<file path="src/rtl/piso_pkg.sv">
// rtl/piso_pkg.sv - shared types and helpers for the parallel-in serial-out transmitter
package piso_pkg;

    typedef enum logic {
        IDLE  = 1'b0,
        SHIFT = 1'b1
    } state_t;

    localparam logic IDLE_LEVEL_DEFAULT = 1'b0;

    // Bit-index counter width; never narrower than one bit.
    function automatic int count_width(input int width);
        return (width <= 2) ? 1 : $clog2(width);
    endfunction

endpackage

</file>
<file path="src/rtl/piso_bit_counter.sv">
// rtl/piso_bit_counter.sv - modulo-WIDTH bit index counter with load, enable and terminal count
module piso_bit_counter
    import piso_pkg::*;
#(
    parameter int WIDTH = 4,
    parameter int CW    = count_width(WIDTH)
) (
    input  logic          clk,
    input  logic          clr,
    input  logic          load,
    input  logic          en,
    output logic [CW-1:0] count,
    output logic          tc,
    output logic          pre_tc
);

    assign tc     = (count == CW'(WIDTH - 1));
    assign pre_tc = (count == CW'(WIDTH - 2));

    always_ff @(posedge clk or posedge clr) begin
        if (clr) begin
            count <= '0;
        end else if (load) begin
            count <= '0;
        end else if (en) begin
            count <= tc ? '0 : count + CW'(1);
        end
    end

endmodule

</file>
<file path="src/rtl/piso_serializer.sv">
// rtl/piso_serializer.sv - parallel-in serial-out transmitter with framing markers
module piso_serializer
    import piso_pkg::*;
#(
    parameter int   WIDTH      = 4,
    parameter bit   MSB_FIRST  = 1'b1,
    parameter logic IDLE_LEVEL = IDLE_LEVEL_DEFAULT
) (
    input  logic             clk,
    input  logic             clr,
    input  logic [WIDTH-1:0] p_in,
    input  logic             p_valid,
    output logic             p_ready,
    output logic             d_out,
    output logic             d_valid,
    output logic             frame_start,
    output logic             done,
    output logic             busy
);

    localparam int CW = count_width(WIDTH);

    state_t           state;
    logic [WIDTH-1:0] shreg;
    logic [CW-1:0]    count;
    logic             tc;
    logic             pre_tc;
    logic             accept;
    logic             first_bit;
    logic             next_bit;

    piso_bit_counter #(
        .WIDTH (WIDTH),
        .CW    (CW)
    ) u_bit_counter (
        .clk    (clk),
        .clr    (clr),
        .load   (accept),
        .en     (state == SHIFT),
        .count  (count),
        .tc     (tc),
        .pre_tc (pre_tc)
    );

    // Accepting on the last-bit cycle is what gives zero-gap back-to-back words.
    assign p_ready   = (state == IDLE) || ((state == SHIFT) && tc);
    assign accept    = p_valid && p_ready;
    assign first_bit = MSB_FIRST ? p_in[WIDTH-1]  : p_in[0];
    assign next_bit  = MSB_FIRST ? shreg[WIDTH-2] : shreg[1];

    always_ff @(posedge clk or posedge clr) begin
        if (clr) begin
            state       <= IDLE;
            shreg       <= '0;
            d_out       <= IDLE_LEVEL;
            d_valid     <= 1'b0;
            frame_start <= 1'b0;
            done        <= 1'b0;
            busy        <= 1'b0;
        end else if (accept) begin
            state       <= SHIFT;
            shreg       <= p_in;
            d_out       <= first_bit;
            d_valid     <= 1'b1;
            frame_start <= 1'b1;
            done        <= 1'b0;
            busy        <= 1'b1;
        end else if (state == SHIFT) begin
            if (tc) begin
                state       <= IDLE;
                shreg       <= '0;
                d_out       <= IDLE_LEVEL;
                d_valid     <= 1'b0;
                frame_start <= 1'b0;
                done        <= 1'b0;
                busy        <= 1'b0;
            end else begin
                shreg       <= MSB_FIRST ? (shreg << 1) : (shreg >> 1);
                d_out       <= next_bit;
                frame_start <= 1'b0;
                done        <= pre_tc;
            end
        end
    end

endmodule

</file>
<file path="config.mk">
export PLATFORM = sky130hd
export DESIGN_NAME = piso_serializer
export DESIGN_NICKNAME = d
export VERILOG_FILES = /design/src/rtl/piso_pkg.sv /design/src/rtl/piso_bit_counter.sv /design/src/rtl/piso_serializer.sv
export SDC_FILE = /design/constraint.sdc
export NUM_CORES = 1
export LEC_CHECK = 0
export CAP_MARGIN = 20
export CORE_AREA = 10 10 47 49
export DETAILED_ROUTE_END_ITERATION = 8
export DIE_AREA = 0 0 57 59
export PLACE_DENSITY = 0.69
export SKIP_LAST_GASP = 1
export SLEW_MARGIN = 20
export SYNTH_ARGS = -nofsm -noshare
export SYNTH_HDL_FRONTEND = slang
export SYNTH_SLANG_ARGS = --single-unit
</file>
<file path="constraint.sdc">
create_clock -name clk -period 1.2 [get_ports clk]
set_input_delay 0.24 -clock clk [delete_from_list [all_inputs] [get_ports clk]]
set_output_delay 0.24 -clock clk [all_outputs]
set_load 0.02 [all_outputs]
</file>
==> qor.yml <==
setup_path:
  endpoint_kind: "primary output"
  worstPathCellList: "ha_2 -> and2b_4 -> inv_6 -> buf_6"
  critical_path_peak_fanout: 2
  slowest_stage: "dfrtp_1"
  r2r_start: "u_bit_counter.count[0]"
  path_class: "flip-flop to primary output"
  startpoint_type: "flip-flop"
  rrSetupSlack_ns: -0.18
  cp.arrival_ns: 1.24
  r2r-end: "shreg[0]"
  worstRegToRegCells: 5
  cpPeakStageDelay_ns: 0.38
  crit_required_ns: 0.96
grt:
  grt_max_degree: 11
  grt_pass1_vias: 394
  antenna_found_initial: 0
  grt_use_met1: 0.06273
  overflow: 0
  gr-usage-met2: 0.1008
  met3_usage: 0.03004
  grt_busiest_layer: "met2"
  grt_usage: 0.05954
  grt_pass1_wl_mm: 1.649
layout:
  seqCellArea_um2: 250.2
  fill_cells: 134
  final_cell_mix: "dfrtp_1, buf_4, nand2_1, clkdlybuf4s50_1"
  layout_commonest_cell: "dfrtp_1"
  nNetsFinal: 80
  num_antenna_cells: 0
  drive_gt1_frac: 0.3768
  area_growth_pct: 53.46
  multi_input_area_um2: 221.5
power:
  power_density_nw_per_um2: 2712
  peakVddDrop_v: 0.001352
  pwr-share-clk: 0.111
  total_power_mw: 1.958
  combPwrFrac: 0.606
  switchingPower_uw: 761.1
  power.leakage_nw: 0.3501
  swShare: 0.3887
  p_seq_frac: 0.283
  p_int_mw: 1.197
die:
  die_x_um: 57
  die-area_um2: 3363
  ios: 13
  initial_core_util: 0.3357
  dieHeight_um: 59
  core_area_um2: 1401
  fp-row-count: 14
clock_tree:
  path_clk_slew_ns: 0.07
  cts_tree: "built"
  clkLatencyLatePin_ns: 0.25
  numCtsBuffers: 3
  holdBufCountCts: 0
  cts_max_level: 1
  cts_buffer_depth: 2
  cts_root_buffer: "clkbuf_4"
  clock-sinks: 10
timing:
  worst_slew_pin_slew_ns: 0.3816
  slew_headroom: 0.7453
  fin_crit_ns: 1.476
  setup_viol: 8
  fin_worst_skew_ns: 0.008219
  hold_violations: 0
  grt_setup_unrepaired: "true"
  period_share: 1.230
  max_freq_ghz: 0.6776
  tns_ns: -0.8634
  setup_slack_ns: -0.2757
  slew_violations: 0
synthesis:
  avgSynthCellArea_um2: 10.01
  yosys_warnings: 0
  synth_edf_count: 0
  ys_ff_latch: 10
  synth_area_um2: 470.5
  synth_area_leader_cell: "dfrtp_1"
  async_flop_share: 1.000
  yosysTopAreaCellShare: 0.5319
  ys_top_cells_by_area: "dfrtp_1, nand2_1, ha_1, a22oi_1, nand2b_1"
  synthCells: 47
  synth_cell_types: 18
  ys.flop_type: "dfrtp_1"
  ys_seq_area_frac: 0.5319
  syn_nets: 56
placement:
  hpwl_um: 797.8
  routabilityCongestion: 0.7237
  portBuffers: 12
routing:
  totalWireLength_mm: 1.028
  vias: 397
  drt-wirelength-per-cell_um: 12.09
  postRouteAntennaNets: 0
  drc: 0
  dr.first_iter.drc_count: 5
  dr.pass1.iters: 2
  vias_per_cell: 4.671
hold_path:
  hold_class: "input pin to asynchronous set/reset pin"
run_status:
  violations: "negative setup slack"
  status: "finished, violations left"
job:
  maxCapViolations: 0
-- power by group through the flow --
stage | Sequential [mW] | Combinational (mW) | Clock [mW]
5_1_grt | 0.566 | 1.30 | 0.245
3_3_place_gp | 0.552 | 1.04 | 0
4_1_cts | 0.551 | 1.11 | 0.219
3_5_place_dp | 0.559 | 1.05 | 0
2_1_floorplan | 0.632 | 0.519 | 0
6_report | 0.554 | 1.19 | 0.218
-- metal layers --
metal	routed length [um]	share of wire
met3	75	0.073
met5	0	0
met1	474	0.46
met4	12	0.012
met2	465	0.45
-- critical path: cells and delay by family (launching register included) --
family                   cells  cell delay, ns
buffers and inverters        2            0.15
flip-flops                   1            0.38
AND/OR/NAND/NOR              1            0.27
adder cells (fa/ha/maj)      1            0.18
-- cell usage after synthesis, types with 2 or more instances --
master / number
ha_1: 2
buf_4: 2
inv_1: 3
nand2b_1: 3
o21ai_1: 3
a22oi_1: 3
nand3_1: 3
nor2_1: 3
nand2_1: 7
dfrtp_1: 10
-- flip-flops by register name, indices dropped and copies added, names as in the netlist --
register	cells
busy	1
shreg	3
d_out	1
done	1
u_bit_counter.count	2
frame_start	1
state	1
-- timing repair --
| item | CTS | global route |
|---|---|---|
| endpoints found under the hold margin | 0 | 0 |
| resized for setup | 16 | 12 |
| pin swaps | 1 | 2 |
| buffers inserted | 1 | 0 |
| setup endpoints to repair | 13 | 15 |
-- final cells by class --
class | count | area share
Clock buffer | 3 | 0.03120
Tap cell | 16 | 0.02773
Timing Repair Buffer | 22 | 0.2565
Multi-Input combinational cell | 30 | 0.3068
Sequential cell | 10 | 0.3466
Inverter | 4 | 0.03120
-- kinds of logic (layout without fill, tap and decap cells) --
family / count (synthesis) / count (layout) / synth area share
and+or+nand+nor: 17 / 17 / 0.1729
AOI/OAI and AO/OA: 10 / 10 / 0.1409
muxes: 1 / 1 / 0.02128
adders and majority gates: 2 / 2 / 0.05318
DFF: 10 / 10 / 0.5319
buffers and inverters: 7 / 29 / 0.07977
-- metrics by stage --
step                      instances  utilization  setup WS [ns]  cell area, um^2  hold WS, ns
final                            85       0.5152        -0.2757            721.9       0.2546
after CTS                        85       0.5045        -0.2782            706.9       0.2694
after detailed placement         81       0.4732        -0.4182            663.1       0.4907
after global placement           81       0.4732        -0.4119            663.1       0.4767
after global routing             85       0.5152        -0.3172            721.9       0.2775
after floorplan                  47            -       -0.06189            475.5      0.08018
-- worst max path at each step --
stage / startpoint / endpoint / slack (ns) / cells after the start
final: u_bit_counter.count[0] / p_ready / -0.28 / 4
after global routing: u_bit_counter.count[0] / p_ready / -0.32 / 4
after CTS: u_bit_counter.count[0] / p_ready / -0.28 / 4
after detailed placement: u_bit_counter.count[1] / p_ready / -0.42 / 4
after global placement: u_bit_counter.count[1] / p_ready / -0.41 / 4
after floorplan: u_bit_counter.count[1] / shreg[0] / -0.06 / 4
No activity file was read; power rests on OpenSTA's default activity.
